**config.mk**
```make
export PLATFORM = sky130hd
export DESIGN_NAME = trip_timer
export DESIGN_NICKNAME = d
export VERILOG_FILES = /design/src/rtl/trip_timer.sv
export SDC_FILE = /design/constraint.sdc
export NUM_CORES = 1
export LEC_CHECK = 0
export CORE_ASPECT_RATIO = 0.8
export CORE_MARGIN = 2
export CORE_UTILIZATION = 45
export DETAILED_ROUTE_END_ITERATION = 7
export PLACE_DENSITY = 0.7
export SLEW_MARGIN = 5
export SYNTH_ARGS = -nofsm -noshare
export SYNTH_HDL_FRONTEND = slang
export SYNTH_SLANG_ARGS = --single-unit
```
**constraint.sdc**
```tcl
create_clock -name clock -period 6.9 [get_ports clock]
set_input_delay 1.38 -clock clock [delete_from_list [all_inputs] [get_ports clock]]
set_output_delay 1.38 -clock clock [all_outputs]
set_load 0.02 [all_outputs]
```
**src/rtl/trip_timer.sv**
```systemverilog
// Trip clock: half-second prescaler, H:M:S time with saturating second/minute
// accumulators, and a first-word-fall-through lap capture buffer.
module trip_timer #(
  parameter int CYCLES_PER_HALF_SEC = 1024,
  parameter int HRS_MAX             = 99,
  parameter int ACCUM_W             = 13,
  parameter int LAP_DEPTH           = 4
) (
  input  logic                               clock,
  input  logic                               reset,
  input  logic                               enable,
  input  logic                               clear,
  input  logic                               lap_req,
  input  logic                               lap_rd,
  output logic [18:0]                        hms_time,
  output logic [ACCUM_W-1:0]                 sec_accum,
  output logic [ACCUM_W-1:0]                 min_accum,
  output logic                               half_sec_pulse,
  output logic                               sec_pulse,
  output logic                               wrap_pulse,
  output logic [18:0]                        lap_data,
  output logic                               lap_valid,
  output logic                               lap_full,
  output logic [$clog2(LAP_DEPTH+1)-1:0]     lap_count,
  output logic                               lap_overrun
);

  localparam int PSW = (CYCLES_PER_HALF_SEC > 2) ? $clog2(CYCLES_PER_HALF_SEC) : 1;
  localparam int PW  = $clog2(LAP_DEPTH);
  localparam int CW  = $clog2(LAP_DEPTH+1);
  localparam logic [ACCUM_W-1:0] ACC_MAX = {ACCUM_W{1'b1}};

  logic [PSW-1:0] presc;
  logic           phase;
  logic [6:0]     hs;
  logic [5:0]     mins;
  logic [6:0]     hrs;
  logic           ht, adv, hs_wrap, min_wrap, hrs_wrap;

  assign ht       = (presc == PSW'(CYCLES_PER_HALF_SEC-1));
  assign adv      = ht & enable;
  assign hs_wrap  = (hs == 7'd119);
  assign min_wrap = (mins == 6'd59);
  assign hrs_wrap = (hrs == 7'(HRS_MAX));
  assign hms_time = {hrs, mins, hs[6:1]};

  always_ff @(posedge clock) begin
    if (reset || clear) begin
      presc          <= '0;
      phase          <= 1'b0;
      hs             <= '0;
      mins           <= '0;
      hrs            <= '0;
      sec_accum      <= '0;
      min_accum      <= '0;
      half_sec_pulse <= 1'b0;
      sec_pulse      <= 1'b0;
      wrap_pulse     <= 1'b0;
    end else begin
      presc          <= ht ? '0 : presc + 1'b1;
      half_sec_pulse <= ht;
      sec_pulse      <= ht & phase;
      wrap_pulse     <= adv & hs_wrap & min_wrap & hrs_wrap;
      if (ht) phase <= ~phase;
      if (adv) begin
        if (phase && sec_accum != ACC_MAX) sec_accum <= sec_accum + 1'b1;
        if (hs_wrap) begin
          hs <= '0;
          if (min_accum != ACC_MAX) min_accum <= min_accum + 1'b1;
          if (min_wrap) begin
            mins <= '0;
            hrs  <= hrs_wrap ? '0 : hrs + 1'b1;
          end else begin
            mins <= mins + 1'b1;
          end
        end else begin
          hs <= hs + 1'b1;
        end
      end
    end
  end

  // Lap buffer: head, valid, full and count are registered from next-state values.
  logic [LAP_DEPTH-1:0][18:0] mem;
  logic [PW-1:0]              rd_ptr, wr_ptr, rd_nxt;
  logic                       do_pop, do_push;
  logic [CW-1:0]              cnt_nxt;
  logic [18:0]                head_nxt;

  always_comb begin
    rd_nxt   = rd_ptr + 1'b1;
    do_pop   = lap_rd & (lap_count != '0);
    do_push  = lap_req & (~lap_full | do_pop);
    cnt_nxt  = lap_count + CW'(do_push) - CW'(do_pop);
    head_nxt = '0;
    if (cnt_nxt != '0) begin
      if (do_pop)
        head_nxt = (lap_count == CW'(1)) ? hms_time : mem[rd_nxt];
      else
        head_nxt = (lap_count == '0) ? hms_time : lap_data;
    end
  end

  always_ff @(posedge clock) begin
    if (reset || clear) begin
      mem         <= '0;
      rd_ptr      <= '0;
      wr_ptr      <= '0;
      lap_count   <= '0;
      lap_data    <= '0;
      lap_valid   <= 1'b0;
      lap_full    <= 1'b0;
      lap_overrun <= 1'b0;
    end else begin
      if (do_push) begin
        mem[wr_ptr] <= hms_time;
        wr_ptr      <= wr_ptr + 1'b1;
      end
      if (do_pop) rd_ptr <= rd_nxt;
      lap_count   <= cnt_nxt;
      lap_data    <= head_nxt;
      lap_valid   <= (cnt_nxt != '0);
      lap_full    <= (cnt_nxt == CW'(LAP_DEPTH));
      lap_overrun <= lap_overrun | (lap_req & ~do_push);
    end
  end

endmodule
```
Word level (Yosys, flattened, before mapping)
Index checks and enable logic that the tools add are counted.

storage, ports and cells
  flip-flop bits (word level) = 165
  word-level logic and storage cells = 80
  input bits = 6
  output and inout bits = 73

operators by class
  bitwise logic cells = 14
  reduce and logical (&&, ||, !) cells = 13
  eq/ne operators = 8
  mux-type cells = 11
  $lt $le $gt $ge = 3
  add/subtract/negate cells = 10

operator list
  operator                                                               count
  19-bit two-way mux                                                     5
  76-bit bitwise mux                                                     1
  19-bit binary-select mux with 2-bit select                             1
  19-bit demux with 2-bit select                                         1
  13-bit by 1-bit adder with 13-bit output, second input constant        2
  13-bit inequality test, second input constant                          2
  7-bit by 1-bit adder with 7-bit output, second input constant          2
  7-bit equality test, second input constant                             2
  7-bit two-way mux                                                      2
  10-bit by 1-bit adder with 10-bit output, second input constant        1
  10-bit equality test, second input constant                            1
  1-bit bitwise AND                                                      8
  6-bit by 1-bit adder with 6-bit output, second input constant          1
  6-bit equality test, second input constant                             1
  2-bit by 3-bit < comparator with 1-bit output, second input constant   2
  6-bit two-way mux                                                      1
  3-bit AND reduction                                                    2
  3-bit nonzero test                                                     2
  2-bit by 1-bit adder with 2-bit output, second input constant          2
  1-bit inverter                                                         4
  2-bit AND reduction                                                    2
  2-bit OR reduction                                                     2
  3-bit by 1-bit adder with 3-bit output                                 1
  3-bit by 1-bit equality test with 1-bit output, second input constant  1
  8 further kinds                                                        10

Depth between registers and ports, before layout
  word-level depth = 9
  mapped depth = 14
  depth with buffers taken out = 12

Least setup slack after synthesis
No wires, ideal clock.

  path kind = input to register
  start point = in lap_rd
  end point = reg lap_data[0]
  library setup time = 0.132 ns
  buffers on the path = 1
  stages = 13
  slack = 3.251 ns
  arrival time = 3.517 ns
  path through = o31ai_2 > a21boi_2 > inv_1 > ha_1 > inv_1 > ha_1 > fa_1 > xnor2_1 > xnor2_1 > nand2_1 > nand2_1 > clkbuf_1 > nor3_1

on the way
  word-level cells in the longest chain between the ends = 8
  elaborated cells between the ends (all ways) = 10
  classes of those cells = 2 x add/sub; 1 x mux; 4 x bitwise; 3 x reduce/logical

RTL lines
  element                                      RTL line  source
  start: declaration                           14        input logic lap_rd,
  1-bit bitwise AND (*)                        92        do_pop = lap_rd & (lap_count != '0);
  1-bit bitwise OR                             93        do_push = lap_req & (~lap_full | do_pop);
  1-bit bitwise AND                            93
  3-bit by 1-bit adder with 3-bit output       94        cnt_nxt = lap_count + CW'(do_push) - CW'(do_pop);
  3-bit by 1-bit subtractor with 3-bit output  94
  3-bit nonzero test                           96        if (cnt_nxt != '0) begin
  1-bit inverter (no line)                     n/a
  2-bit OR reduction (no line)                 n/a
  end signal: assignment                       121       lap_data <= head_nxt;
  end: declaration                             21        output logic [18:0] lap_data,

Every way passes the cells marked *; elsewhere a longest branch is shown, timed or not.
A chain may end at the register's enable or synchronous reset.

Worst setup path after layout
  start point = in lap_rd
  end point = reg lap_data[10]

The elaborated chain is that of the path after synthesis.

==> results.ini <==
[critical_path]
cp-end-kind=flip-flop
crit_type=in2reg
cp_slowest_stage_delay_ns=0.63
reg2reg_from=lap_count[1]
reg2reg_depth=12
path_depth=13
critical_path.cell_chain=clkdlybuf4s50_1 -> o31ai_2 -> a21boi_2 -> inv_1 -> ha_1 -> inv_1 -> ha_1 -> fa_1 -> xnor2_1 -> xnor2_1 -> nand2_1 -> nand2_1 -> nor3_1
r2r_slack_ns=3.54
slowest_stage=nand2_1
critPathTopFamily=simple AND/OR/NAND/NOR gates
cp.required_ns=7.17
crit_buf_inv=3
worstPathMaxFanout=20
cp-start-kind=input pin
crit_start=lap_rd
worstReg2RegEnd=lap_data[10]
arrival_ns=4.63

[global_routing]
grt_start_max_net_pins=64
grtUsageTotal=0.2136
grt-ovfl-total=0
grt_pass1_vias=5551
antenna_found_initial=0
grt_pass1_wl_um=27500

[yosys]
synthCells=760
synth-edff-count=0
synth_cell_types=52
yosys_warnings=0
synth_seq_area_share=0.4770
synth_area_per_cell_um2=9.112
async_flop_share=0
synth_ff_type=dfxtp_1
synth_nets=779
synth_seq_cells=165
netlist_area_mm2=0.006925

[cts]
path_clk_slew_ns=0.06
cts.sinks=165
clkLatencyLatePin_ns=0.43
root_buffer=clkbuf_16
htree_num_levels=4
hold_buffers=0
cts_buffers=17
cts_setup_buffers=0
cts_tree=done
ctsResizeCount=0
cts_buffer_depth=2

[power]
p_total_w=0.002023
ir_worst_vdd_v=0.0001796
power_density_mw_per_mm2=243.4
p_leak_nw=2.758

[detailed_routing]
viasPerCell=5.909
wl_um=16840
detail-route-antenna-nets=0
routedWlPerCell_um=16.75
drt_iter0_drc=405
firstDrtPassIters=4
vias=5939
drcViolationCount=0

[timing]
slew_headroom=0.2012
rsz0062_at_grt=no
post-route-min-period_ns=4.357
post-route-period-util=0.6315
hold_ws_ns=0.4598
worst_pin_slew_ns=1.196
drv_slew=0
fin_skew_ns=0.009972
setup_viol=0
hold_viol=0
setup_tns_ns=0
max_freq_mhz=229.5

[layout]
drive_gt1_frac=0.08824
final_common_cell=dfxtp_1
areaGrowthSynthToFinish_pct=20.00
final_core_utilization=0.5535
fin_nets=824
antenna_cells=0
final_cell_area_mm2=0.008310
final_cell_mix=dfxtp_1 (164), nand3_1 (97), o21ai_0 (89), clkdlybuf4s50_1 (78), nor2_1 (74)

[floorplanning]
num_io_pins=79
die_h_um=115.0
start_util=0.4613
die_area_mm2=0.01640
die_w_um=142.7
core_area_mm2=0.01501
rows=40

[placement]
portBuffers=78
place.gp.congestion=0.7711
dpl_cell_area_mm2=0.007732
dp.final_hpwl_um=10850

[job]
maxCapViolCount=0

[min_path]
whs_path_depth=1
whs_endpoint=presc[0]
hold_path_class=reg2reg
min_from=presc[0]

[outcome]
status=finished, final reports clean

-- sequential cells by signal (all words and copies together) (netlist names) --
name,cells
lap_full,1
sec_pulse,1
sec_accum,13
hrs,7
lap_valid,1
presc,10
hs,7
min_accum,13
wr_ptr,2
lap_data,19
mins,6
phase,1
lap_overrun,1
rd_ptr,2
mem,76
half_sec_pulse,1
lap_count,3
wrap_pulse,1
-- Yosys cell counts (8+ instances only) --
library cell  instances  area share
nor2_1               75       0.041
xnor2_1              14       0.018
and3_1                8      0.0072
nand3_1              97       0.070
dfxtp_1             165        0.48
nand4_1               9      0.0081
mux4_2               19       0.062
o21ai_0              89       0.064
or3_1                12       0.011
ha_1                 12       0.022
buf_4                 8      0.0087
clkbuf_1             30       0.016
a21oi_1              22       0.016
xor2_1               14       0.018
inv_1                16      0.0087
o22ai_1              19       0.017
nand2_1              39       0.021
nor3_1               24       0.017
buf_2                13      0.0094
-- worst max path at each step --
stage | to | slack [ns]
after floorplan | lap_data[0] | 3.25
after global placement | lap_data[15] | 2.23
after detailed placement | lap_data[10] | 2.10
after CTS | lap_data[18] | 2.56
after global routing | lap_data[18] | 2.29
final | lap_data[10] | 2.54
-- through the flow --
stage          cells  worst slack, ns
6_report        1005            2.543
5_1_grt         1005            2.292
4_1_cts         1005            2.555
3_5_place_dp     975            2.097
3_3_place_gp     975            2.232
2_1_floorplan    760            3.251
-- cell type report --
class / instances / area [um^2]
fill: 1335 / 6704
sequential: 165 / 3304
multi-input combinational: 520 / 3298
timing repair buffer: 85 / 833.3
clock buffer: 19 / 442.9
tap: 189 / 236.5
clock inverter: 11 / 135.1
inverter: 16 / 60.06
-- where the power goes --
| group | internal, W | switching [W] |
|---|---|---|
| Combinational | 0.0000381 | 0.0000744 |
| Sequential | 0.000960 | 0.00000953 |
| Clock | 0.000570 | 0.000371 |
-- cell families after synthesis --
kind of cell / count (synthesis) / share of synthesized area
XOR/XNOR: 28 / 0.03541
adder cells (fa/ha/maj): 13 / 0.02457
buffers and inverters: 75 / 0.04842
AO/OA/AOI/OAI: 154 / 0.1259
AND/OR/NAND/NOR: 299 / 0.2168
flip-flops: 165 / 0.4770
multiplexers: 26 / 0.07191
-- routing by layer --
layer  up-vias  global-route usage  part of all wire  wire length [um]
met5         -                   0                 0                 0
met4         0             0.07459             0.013               219
met3        21             0.05331             0.076              1280
met2       227              0.3410              0.46              7750
met1      2871              0.2847              0.45              7587
li1       2820                   -                 -                 -
(Power assumes the default switching activity.)
